### src/rtl/servo_cmd_ctrl.sv
// ---------------------------------------------------------------------------
// servo_cmd_ctrl
//
// Command front-end for the remote servo. Bytes from the UART receiver are
// parsed as 3-byte position frames (header 0xFF, angle A, check ~A). A valid
// angle is converted to a pulse width in clock ticks with a multicycle
// restoring divider. duty_cycle then slews toward that target by at most
// STEP_TICKS per PWM frame. duty_cycle only ever changes at a PWM frame
// boundary, so the downstream PWM never emits a truncated pulse.
//
// Ports:
//   clk         system clock
//   rst_n       asynchronous active-low reset
//   rx_data     received byte
//   rx_valid    one-cycle strobe qualifying rx_data
//   duty_cycle  high time in ticks, to the PWM stage
//   period      constant frame length in ticks, to the PWM stage
//   frame_start one-cycle pulse on the cycle duty_cycle may update
//   cmd_ok      one-cycle pulse when a new target is loaded
//   cmd_error   one-cycle pulse on a rejected frame or dropped byte
//   at_target   level, duty_cycle equals the current target
// ---------------------------------------------------------------------------
module servo_cmd_ctrl #(
    parameter int unsigned CLK_FREQ   = 25000000,
    parameter int unsigned PWM_FREQ   = 50,
    parameter int unsigned MIN_TICKS  = 25000,
    parameter int unsigned SPAN_TICKS = 25000,
    parameter int unsigned MAX_ANGLE  = 180,
    parameter int unsigned STEP_TICKS = 2500
) (
    input  logic        clk,
    input  logic        rst_n,
    input  logic [7:0]  rx_data,
    input  logic        rx_valid,
    output logic [31:0] duty_cycle,
    output logic [31:0] period,
    output logic        frame_start,
    output logic        cmd_ok,
    output logic        cmd_error,
    output logic        at_target
);

    localparam logic [31:0] PERIOD_TICKS = 32'(CLK_FREQ / PWM_FREQ);
    localparam logic [31:0] MIN_T        = 32'(MIN_TICKS);
    localparam logic [31:0] SPAN_T       = 32'(SPAN_TICKS);
    localparam logic [31:0] STEP_T       = 32'(STEP_TICKS);
    localparam logic [31:0] CENTER_T     = 32'(MIN_TICKS + SPAN_TICKS / 2);
    localparam logic [7:0]  MAX_A        = 8'(MAX_ANGLE);
    localparam logic [32:0] DIVISOR      = 33'(MAX_ANGLE);
    localparam logic [7:0]  HEADER       = 8'hFF;
    localparam logic [5:0]  DIV_BITS     = 6'd32;

    typedef enum logic [1:0] {
        IDLE,
        ANGLE,
        CHECK,
        CALC
    } state_t;

    state_t      state;
    logic [7:0]  angle;
    logic [31:0] target;
    logic [31:0] frame_cnt;

    // Restoring divider working registers: the dividend is shifted out MSB
    // first into the partial remainder, one quotient bit per cycle.
    logic [31:0] dividend;
    logic [31:0] remainder;
    logic [31:0] quotient;
    logic [5:0]  bit_cnt;

    logic [31:0] product;
    logic        frame_valid;
    logic [32:0] rem_shift;
    logic        div_fits;
    logic [31:0] duty_next;

    // Frame validation and one divider step, evaluated from the current
    // registers. rem_shift is one bit wider than the remainder so the
    // shifted-in bit can never be lost before the trial subtraction.
    always_comb begin
        product     = {24'd0, angle} * SPAN_T;
        frame_valid = (angle <= MAX_A) && (rx_data == ~angle);
        rem_shift   = {remainder, dividend[31]};
        div_fits    = (rem_shift >= DIVISOR);
    end

    // Byte parser and divider sequencer. The check byte moves the FSM into
    // CALC with the product already loaded; CALC runs 32 divide steps and
    // one completion cycle, so cmd_ok appears 34 cycles after the check
    // byte. Bytes that arrive while CALC is busy are dropped and flagged.
    always_ff @(posedge clk or negedge rst_n) begin
        if (!rst_n) begin
            state     <= IDLE;
            angle     <= 8'd0;
            target    <= CENTER_T;
            dividend  <= 32'd0;
            remainder <= 32'd0;
            quotient  <= 32'd0;
            bit_cnt   <= 6'd0;
            cmd_ok    <= 1'b0;
            cmd_error <= 1'b0;
        end else begin
            cmd_ok    <= 1'b0;
            cmd_error <= 1'b0;
            case (state)
                IDLE: begin
                    if (rx_valid && (rx_data == HEADER)) begin
                        state <= ANGLE;
                    end
                end
                ANGLE: begin
                    // A repeated header keeps us waiting for the angle, which
                    // lets the parser resynchronise on a stream of 0xFF.
                    if (rx_valid && (rx_data != HEADER)) begin
                        angle <= rx_data;
                        state <= CHECK;
                    end
                end
                CHECK: begin
                    if (rx_valid) begin
                        if (frame_valid) begin
                            dividend  <= product;
                            remainder <= 32'd0;
                            quotient  <= 32'd0;
                            bit_cnt   <= 6'd0;
                            state     <= CALC;
                        end else begin
                            cmd_error <= 1'b1;
                            state     <= IDLE;
                        end
                    end
                end
                CALC: begin
                    cmd_error <= rx_valid;
                    if (bit_cnt != DIV_BITS) begin
                        dividend  <= {dividend[30:0], 1'b0};
                        quotient  <= {quotient[30:0], div_fits};
                        remainder <= div_fits ? 32'(rem_shift - DIVISOR)
                                              : rem_shift[31:0];
                        bit_cnt   <= bit_cnt + 6'd1;
                    end else begin
                        target <= MIN_T + quotient;
                        cmd_ok <= 1'b1;
                        state  <= IDLE;
                    end
                end
                default: begin
                    state <= IDLE;
                end
            endcase
        end
    end

    // Next duty value for the coming frame: move toward the target by at
    // most one step, never overshooting. Differences are compared instead of
    // sums so nothing can wrap near the ends of the 32-bit range.
    always_comb begin
        duty_next = duty_cycle;
        if (STEP_T == 32'd0) begin
            duty_next = target;
        end else if (duty_cycle < target) begin
            duty_next = ((target - duty_cycle) > STEP_T) ? (duty_cycle + STEP_T) : target;
        end else if (duty_cycle > target) begin
            duty_next = ((duty_cycle - target) > STEP_T) ? (duty_cycle - STEP_T) : target;
        end
    end

    // Frame counter mirrors the PWM stage's counter, which is released by
    // the same reset; duty_cycle is only updated on its wrap cycle. A target
    // loaded on that same edge is therefore seen one frame later.
    always_ff @(posedge clk or negedge rst_n) begin
        if (!rst_n) begin
            frame_cnt  <= 32'd0;
            duty_cycle <= CENTER_T;
        end else begin
            if (frame_start) begin
                frame_cnt  <= 32'd0;
                duty_cycle <= duty_next;
            end else begin
                frame_cnt <= frame_cnt + 32'd1;
            end
        end
    end

    assign frame_start = (frame_cnt == (PERIOD_TICKS - 32'd1));
    assign at_target   = (duty_cycle == target);
    assign period      = PERIOD_TICKS;

endmodule

### config.mk
export PLATFORM = sky130hd
export DESIGN_NAME = servo_cmd_ctrl
export DESIGN_NICKNAME = d
export VERILOG_FILES = /design/src/rtl/servo_cmd_ctrl.sv
export SDC_FILE = /design/constraint.sdc
export NUM_CORES = 1
export LEC_CHECK = 0
export CORE_MARGIN = 2
export CORE_UTILIZATION = 55
export DETAILED_ROUTE_END_ITERATION = 8
export PLACE_DENSITY = 0.77
export SYNTH_ARGS = -nofsm -noshare
export SYNTH_HDL_FRONTEND = slang
export SYNTH_SLANG_ARGS = --single-unit
### constraint.sdc
create_clock -name clk -period 4.6 [get_ports clk]
set_input_delay 0.92 -clock clk [delete_from_list [all_inputs] [get_ports clk]]
set_output_delay 0.92 -clock clk [all_outputs]
set_load 0.01 [all_outputs]
* Yosys cells after proc, flatten, opt, wreduce, memory -nomap -nowiden
Index checks and enable logic that the tools add are counted.
** Cells by class
- $add $sub $neg :: 8
- Mux-type cells :: 31
- Bitwise operators :: 2
- Reduce and logical (&&, ||, !) cells :: 11
- Order comparisons :: 6
- $mul :: 1
- Equal/unequal tests :: 15
** Operator list (count)
- 2-to-1 mux 32 bit :: 13
- one-hot mux 32 bit (2 select lines) :: 3
- greater-than comparator 32 x 12 -> 1 bit (second input constant) :: 2
- subtractor 32 bit :: 2
- greater-or-equal comparator 33 x 8 -> 1 bit (second input constant) :: 1
- adder 15 x 32 -> 32 bit (first input constant) :: 1
- adder 32 x 1 -> 32 bit (second input constant) :: 1
- adder 32 x 12 -> 32 bit (second input constant) :: 1
- == test 32 x 19 -> 1 bit (second input constant) :: 1
- == test 32 bit :: 1
- greater-than comparator 32 bit :: 1
- less-than comparator 32 bit :: 1
- subtractor 32 x 12 -> 32 bit (second input constant) :: 1
- subtractor 32 x 8 -> 32 bit (second input constant) :: 1
- multiplier 8 x 12 -> 20 bit (second input constant) :: 1
- 2-to-1 mux 6 bit :: 3
- inequality test 2 bit (second input constant) :: 6
- one-hot mux 6 bit (2 select lines) :: 1
- 2-to-1 mux 2 bit :: 5
- == test 8 bit :: 1
- == test 8 bit (second input constant) :: 1
- less-or-equal comparator 8 bit (second input constant) :: 1
- inequality test 8 bit (second input constant) :: 1
- inverter 8 bit :: 1
- 13 further kinds :: 23
** Storage, ports and cells
- Register bits after elaboration :: 210
- Output and inout port bits :: 68

* Longest topological paths before layout
Gate-level depths: netlist of run 1.
- Depth after elaboration :: 6
- Depth in mapped cells :: 19
- Mapped depth without buffers :: 19

* Worst setup path after synthesis of run 1
OpenSTA, ideal clock, no wires.
- Path type :: flip-flop to flip-flop
- Start :: reg angle[2]
- End :: reg dividend[21]
- Slack :: 0.262 ns
- Arrival time :: 4.211 ns
- Data required time :: 4.473 ns
- Library setup time :: 0.127 ns
- Cell stages (with the launch flop) :: 20
- Period minus slack after synthesis :: 4.338 ns
- Path through :: dfrtp_1 -> ha_1 -> ha_1 -> inv_1 -> fa_1 -> fa_1 -> inv_1 -> ha_1 -> a21o_1 -> a21oi_1 -> nor2b_1 -> o21a_1 -> o21a_1 -> nor2_1 -> o21ai_0 -> o41ai_1 -> o21ai_0 -> xor2_1 -> nor2_1 -> o21ai_0
** On the way
- Cells in the longest elaborated chain, start to end :: 5
** RTL lines
- start, declared :: line 61 : logic [7:0] angle;
- start signal, assigned :: line 116 : angle <= rx_data;
- branches (longest 5 deep; another with multiplier 8 x 12 -> 20 bit)
- end signal, assigned :: line 123 : dividend <= product;
- end signal, assigned :: line 137 : dividend <= {dividend[30:0], 1'b0};
- end, declared :: line 67 : logic [31:0] dividend;
Several ways; the timed one is not identified. The select of a mux whose other input is x is not followed.
A chain may end at the register's enable or synchronous reset.

* Worst setup path in the final report of run 1
- Start :: reg duty_cycle[4]
- End :: reg duty_cycle[3]
** On the way
- Cells in the longest elaborated chain, start to end :: 5
** RTL lines
- start, declared :: line 35 : output logic [31:0] duty_cycle,
- start signal, assigned :: line 179 : duty_cycle <= duty_next;
- subtractor 32 bit :: line 165 : duty_next = ((duty_cycle - target) > STEP_T) ? (duty_cycle - STEP_T) : target;
- greater-than comparator 32 x 12 -> 1 bit :: line 165
- 2-to-1 mux 32 bit :: line 165
- 2-to-1 mux 32 bit :: line 164 : end else if (duty_cycle > target) begin
- 2-to-1 mux 32 bit :: line 162 : end else if (duty_cycle < target) begin
Several ways; a longest one is shown, not always the timed one. The select of a mux whose other input is x is not followed.

==> metrics.md, run 1 <==
| Metric | Value |
|---|---|
| Status | finished, final reports clean |
| Synthesis-to-finish area growth | 16.1% |
| Die Width | 179 um |
| Max cap viols | 0 |
| WL final | a little over 50000 um |
| Slew at the pin with the worst max-slew slack | 975 ps |
| Core area | around 30000 um2 |
| Die Footprint | 32000 um2 |
| Design Power | between 7 and 8 mW |
| Clock share of power | 24.7% |
| Skew final | 12.7 ps |
| Top Ports | 79 |
| Final Max Slew Viols | 0 |
| Most repeated library cell on the critical path | buf_4 |
| Crit end category | flip-flop |
| CP max stage delay | roughly 580 ps |
| Crit path capture | duty_cycle[3] |
| Register share of total power | 30.5% |
| Crit path launch type | flip-flop |
| CP Class | flip-flop to flip-flop |
| Number of synthesized flops with an enable pin | 0 |
| Final Util | 64.3% |
| Leak | between 9 and 10 nW |
| CTS tree | built |
| # rows | 64 |
| Max FO, Critical Path | 12 |
| Worst Path Buf+Inv | 5 |
| Initial antenna violation count | 1 |
| GRT overflow | 0 |
| Synth top cells by count | 207 x nand2_1, 191 x dfrtp_1, 146 x o21ai_0 |
| Asr flop ratio synth | 100% |
| Internal | 4.53 mW |
| Worst path cell trace | inv_1 > ha_1 > buf_4 > or4_1 > o21ai_0 > a21o_1 > o211ai_1 > buf_4 > xor2_1 > a221oi_1 > nand4_1 > nor4_4 > buf_4 > nor2_2 > buf_4 > o31a_1 > mux2_2 |
| RR Endpoint | duty_cycle[3] |
| Post-synth top flop | dfrtp_1 |
| Slowest-stage cell, CP | dfstp_2 |
| H-tree levels | 1 |
| Via count | 16154 |
| Fmax achieved | 222 MHz |
| Fin nets | around 2300 |
| Cts hold-fix bufs | 0 |
| Worst Setup SP | duty_cycle[4] |
| Sequential-to-total area share from yosys stat | a little under a third |
| Clock buffer count from CTS | 22 |
| Final Hold Fails | 0 |
| Gr usage total | 32.5% |
| Delay-heaviest family, CP | simple AND/OR/NAND/NOR gates |
| Distinct cell type count after synthesis | 91 |
| Routability Congestion | 1.02 |
| Clock Path Buffers | 3 |
| NetSw | 2.78 mW |
| Clock Sinks | slightly above 200 |
| Yosys top cell area share | 28.4% |
| Synth top area cells | dfrtp_1 28%, ha_1 9.5%, nand2_1 4.6% |
| Ant diodes | 0 |
| First-pass GRT wire length | 82600 um |
| Synth area leader | dfrtp_1 |
| Final setup fails | 0 |
| RR Startpoint | duty_cycle[4] |
| R2R cell count | 17 |
| Synthesized instance count | 2029 |
| HPWL after DPL | 39000 um |
| Pwr dens | 375 nW/um2 |
| Final worst path period share | 98.0% |
| Antenna Nets Post-Route | 0 |
| Share of layout cells above drive strength 1 | 13.7% |
| Drt wl/cell | about 20 um |
| Most common cell in the synthesized netlist | nand2_1 |
| IO buf count | 46 |
| Clock slew at reported path FFs | 60 ps |
| Vias in the first global route | roughly 15000 |
| Worst-Skew Late Latency | between 500 and 600 ps |
| DRT iter0 DRCs | between 1500 and 2000 |
| Clk Tree Root Cell | clkbuf_16 |
| Yosys warns | 0 |
| Min-Delay Path Class | flip-flop to flip-flop |
| Die H | roughly 180 um |
| Initial Util | a little under three fifths |
| Minimum clock period | 4510 ps |
| Syn_area_per_cell | 8.29 um2 |
| Switching Fraction | 38.0% |
| Post-synthesis register bit count | 207 |
| Instance count on the critical path | 17 |
| Logic pwr share | 44.8% |
| Largest net degree at the start of global routing | 115 |
| R2R setup slack | 90 ps |
| First-pass detailed-route iteration total | 6 |
| Critical Path AT | 4940 ps |
| Required time of the critical path | 5030 ps |
| Drt drc | 0 |
| Slew margin rel. | 35.0% |
| Mapped cell area | 16800 um2 |
| Max rail drop VDD | 1.03 mV |
| Via density | 6.26 |
sequential cells by signal, indices dropped and copies added, names as in the netlist:
name        flops
target         32
bit_cnt         6
cmd_ok          1
remainder      32
angle           8
state           2
duty_cycle     32
quotient       32
frame_cnt      32
dividend       29
cmd_error       1
logic make-up after synthesis:
group / synth area share [%]
compound gates: 22.9
xor+xnor: 6.67
fa+ha+maj: 11.1
buf+inv: 7.20
flops: 30.9
mux: 1.40
other cells: 0.0447
simple gates: 19.9
how the worst min path moves through the flow:
stage                  start             to  cells past startpoint
2_1_floorplan  frame_cnt[31]  frame_cnt[31]                      1
3_3_place_gp    dividend[18]   dividend[18]                      1
3_5_place_dp   frame_cnt[31]  frame_cnt[31]                      1
4_1_cts        frame_cnt[31]  frame_cnt[31]                      1
5_1_grt        frame_cnt[31]  frame_cnt[31]                      1
6_report       frame_cnt[31]  frame_cnt[31]                      1
worst reg2reg max path, delay by kind of cell, from the launching register on:
family | cells | cell delay [ps]
mux | 1 | 280
compound gates | 5 | 1040
simple gates | 4 | 1210
flops | 1 | 580
xor+xnor | 1 | 140
fa+ha+maj | 1 | 340
buf+inv | 5 | 850
cell type report:
cell class / count / area (um2)
sequential: 207 / 5200
clock inverter: 12 / 133
inverter: 142 / 533
fill: 2577 / 10800
multi-input combinational: 1579 / 10700
tap: 396 / 495
timing repair buffer: 219 / 1840
clock buffer: 27 / 599
layer usage:
layer  routed length, um  up-vias  GRT usage [%]
li1                    -     7542              -
met1               22000     7763           44.4
met2               24200      693           53.5
met3                3410      156           3.16
met4                2100        0           12.3
met5                   0        -              0
cells in the final DEF (no fill, tap or decap), types with 30 or more instances in the layout:
master,netlist,layout
nand3_1,62,61
xor2_1,57,57
nor3_1,47,45
dfrtp_1,191,190
nor2_1,144,142
a21o_1,30,30
a22o_1,48,48
and3_1,31,31
a21oi_1,138,134
nand4_1,44,44
conb_1,2,32
xnor2_1,71,71
inv_1,142,142
clkdlybuf4s50_1,0,45
buf_4,36,166
ha_1,127,119
nand2_1,207,206
o21ai_0,146,141
power groups by stage:
stage               logic [mW]  registers (mW)  clock network (mW)
floorplan                 2.23            2.21                   0
CTS                       2.96            2.23                1.83
detailed placement        2.92            2.26                   0
global placement          2.80            2.24                   0
global route              3.72            2.26                1.91
finish                    3.27            2.23                1.81
metrics by stage:
| step | cells | hold WS, ps | setup TNS (ps) | cell area [um2] | worst slack, ps |
|---|---|---|---|---|---|
| 2_1_floorplan | 2059 | 447 | 0 | 16900 | 262 |
| 3_3_place_gp | 2533 | 460 | 0 | 18500 | 28.0 |
| 3_5_place_dp | 2533 | 467 | 0 | 18500 | 21.5 |
| 4_1_cts | 2572 | 480 | 0 | 19300 | 21.7 |
| 5_1_grt | 2582 | 505 | -97.7 | 19500 | -73.1 |
| 6_report | 2582 | 479 | 0 | 19500 | 92.7 |
repair_timing:
action,in CTS,in global routing
resized for setup,2,38
endpoints found under the setup margin,2,37
pin swaps,0,11
setup buffers,0,10
Power figures use the tool's default switching activity.
==> run 2, diff against run 1 <==
--- a/config.mk
+++ b/config.mk
@@ -9,6 +9,7 @@
 export CORE_UTILIZATION = 55
 export DETAILED_ROUTE_END_ITERATION = 8
 export PLACE_DENSITY = 0.77
+export SLEW_MARGIN = 30
 export SYNTH_ARGS = -nofsm -noshare
 export SYNTH_HDL_FRONTEND = slang
 export SYNTH_SLANG_ARGS = --single-unit
==> metrics.md, run 2 (same netlist as run 1, synthesis figures left out) <==
| Metric | Value |
|---|---|
| Switching Fraction | 38.0% (-0.050 points) |
| Register share of total power | 30.6% (about the same) |
| Final Util | 64.4% (+0.10 points) |
| Cts hold-fix bufs | 0 (unchanged) |
| Post-DP Area | 18500 um2 (unchanged) |
| NetSw | 2.77 mW (-0.19%) |
| Clock slew at reported path FFs | 70 ps (about the same) |
| Via count | 16133 (-0.13%) |
| DRT iter0 DRCs | 1778 (-1.4%) |
| Top Ports | 79 (unchanged) |
| Fill count | 2572 (-0.19%) |
| FF+latch area | 5200 um2 (unchanged) |
| RR Endpoint | duty_cycle[3] |
| Routability Congestion | 1.02 (unchanged) |
| H-tree levels | 1 (unchanged) |
| Most common cell after layout, fill and taps aside | nand2_1 |
| IO buf count | 46 (unchanged) |
| RR Startpoint | duty_cycle[4] |
| CTS tree | built |
| Clock Path Buffers | 3 (unchanged) |
| Fmax achieved | 223 MHz (+0.60%) |
| Crit path launch type | flip-flop |
| Clock Sinks | 207 (unchanged) |
| Die Width | 179 um (unchanged) |
| Final Max Slew Viols | 0 (unchanged) |
| R2R setup slack | 120 ps (+30 ps) |
| Minimum clock period | 4480 ps (-27.0 ps) |
| Pwr dens | 374 nW/um2 (-0.22%) |
| Commonest non-fill, non-tap cells in the layout | 206 x nand2_1, 190 x dfrtp_1, 166 x buf_4, 142 x inv_1, 142 x nor2_1 |
| Leak | 9.20 nW (+0.14%) |
| Final Hold Fails | 0 (unchanged) |
| Fin nets | 2323 (+0.043%) |
| Internal | 4.53 mW (about the same) |
| Slew margin rel. | 38.6% (+3.6 points) |
| WL final | 51700 um (about the same) |
| Synthesis-to-finish area growth | 16.2% |
| Crit end category | flip-flop |
| First-pass detailed-route iteration total | 6 (unchanged) |
| Status | finished, final reports clean |
| Vias in the first global route | 15381 (unchanged) |
| GRT overflow | 0 (unchanged) |
| Drt drc | 0 (unchanged) |
| Drt wl/cell | 20.0 um (about the same) |
| Via density | 6.24 (-0.21%) |
| Gr usage total | 32.5% (unchanged) |
| CP Class | flip-flop to flip-flop |
| Final worst path period share | 97.4% (-0.59 points) |
| HPWL after DPL | 39000 um (unchanged) |
| Initial Util | 55.4% (unchanged) |
| Clock buffer count from CTS | 22 (unchanged) |
| Largest net degree at the start of global routing | 115 (unchanged) |
| Min-Delay Path Class | input pin to async pin |
| Setup_tns | 0 ps (unchanged) |
| Skew final | 10.2 ps (-2.47 ps) |
| Initial antenna violation count | 1 (unchanged) |
| Max FO, Critical Path | 12 (unchanged) |
| Cell area after layout | 19500 um2 (+0.16%) |
| First-pass GRT wire length | 82600 um (unchanged) |
| Worst-Skew Late Latency | 510 ps (about the same) |
| Critical Path AT | 4910 ps (-30 ps) |
| Clk Tree Root Cell | clkbuf_16 |
| Max rail drop VDD | 1.00 mV (-2.1%) |
| Slew at the pin with the worst max-slew slack | 908 ps (-66.8 ps) |
| Die Footprint | 32000 um2 (unchanged) |
| Antenna Nets Post-Route | 0 (unchanged) |
| R2R cell count | 17 (unchanged) |
| Die H | 179 um (unchanged) |
| Required time of the critical path | 5030 ps (about the same) |
| Final setup fails | 0 (unchanged) |
| # rows | 64 (unchanged) |
| Area of the multi-input gates | 10700 um2 (unchanged) |
| Clock share of power | 24.7% (about the same) |
| Logic pwr share | 44.7% (about the same) |
| Max cap viols | 0 (unchanged) |
| Share of layout cells above drive strength 1 | 13.7% (+0.039 points) |
| Core area | 30300 um2 (unchanged) |
## run 2: cell types whose count changed in the layout (fill, tap and decap cells not counted)
| cell | delta |
|---|---|
| buf_16 | +1 |
| buf_8 | +1 |
| clkbuf_8 | -1 |
| diode_2 | +1 |
## run 2: what timing repair did
action | CTS | global route
setup buffers | 0 | 10
resized for setup | 2 | 38
setup endpoints to repair | 2 | 37
pin swaps | 0 | 11
endpoints found under the hold margin | 0 | 0
## run 2: layout make-up
| cell class | instances | share of cell area, % |
|---|---|---|
| diodes | 1 | 0.0128 |
| clock buffers | 27 | 3.07 |
| clock inverters | 12 | 0.679 |
| inverters | 142 | 2.73 |
| multi-input cells | 1579 | 54.8 |
| flip-flops and latches | 207 | 26.6 |
| well taps | 396 | 2.53 |
| repair buffers | 220 | 9.57 |
## run 2: routing by layer
metal / vias up / global-route usage (%) / wire length (um)
met2: 687 / 53.5 / 24400
met3: 145 / 3.16 / 3360
met5: - / 0 / 0
met4: 0 / 12.3 / 1970
met1: 7757 / 44.4 / 22000
li1: 7544 / - / -
## run 2: stage by stage
stage               power, mW  hold slack, ps  cells  setup WS [ps]
floorplan                4.44             447   2059            262
CTS                      7.02             480   2572           21.7
global route             7.89             266   2583          -73.1
global placement         5.04             460   2533           28.0
finish                   7.31             260   2584            120
detailed placement       5.18             467   2533           21.5
## run 2: how the worst max path moves through the flow
stage                              start              to  slack (ps)  cells past startpoint
final                      duty_cycle[4]   duty_cycle[3]         120                     17
after global routing            angle[2]    dividend[22]         -70                     20
after CTS                     target[15]  duty_cycle[11]          20                     17
after detailed placement        angle[2]    dividend[21]          20                     19
after global placement    duty_cycle[18]  duty_cycle[14]          30                     16
after floorplan                 angle[2]    dividend[21]         260                     19
## run 2: power by group through the flow
stage	sequential (mW)	combinational [mW]	clock (mW)
floorplan	2.21	2.23	0
global route	2.26	3.72	1.91
detailed placement	2.26	2.92	0
finish	2.23	3.27	1.81
CTS	2.23	2.96	1.83
global placement	2.24	2.80	0
## run 2: critical path: stages, from the launching register on
cell and delay, ps:
dfstp_2 580, inv_1 80, ha_1 340, buf_4 180, or4_1 500, o21ai_0 130, a21o_1 210, o211ai_1 120
buf_4 180, xor2_1 140, a221oi_1 280, nand4_1 230, nor4_4 390, buf_4 180, nor2_2 60, buf_4 230
o31a_1 290, mux2_2 280
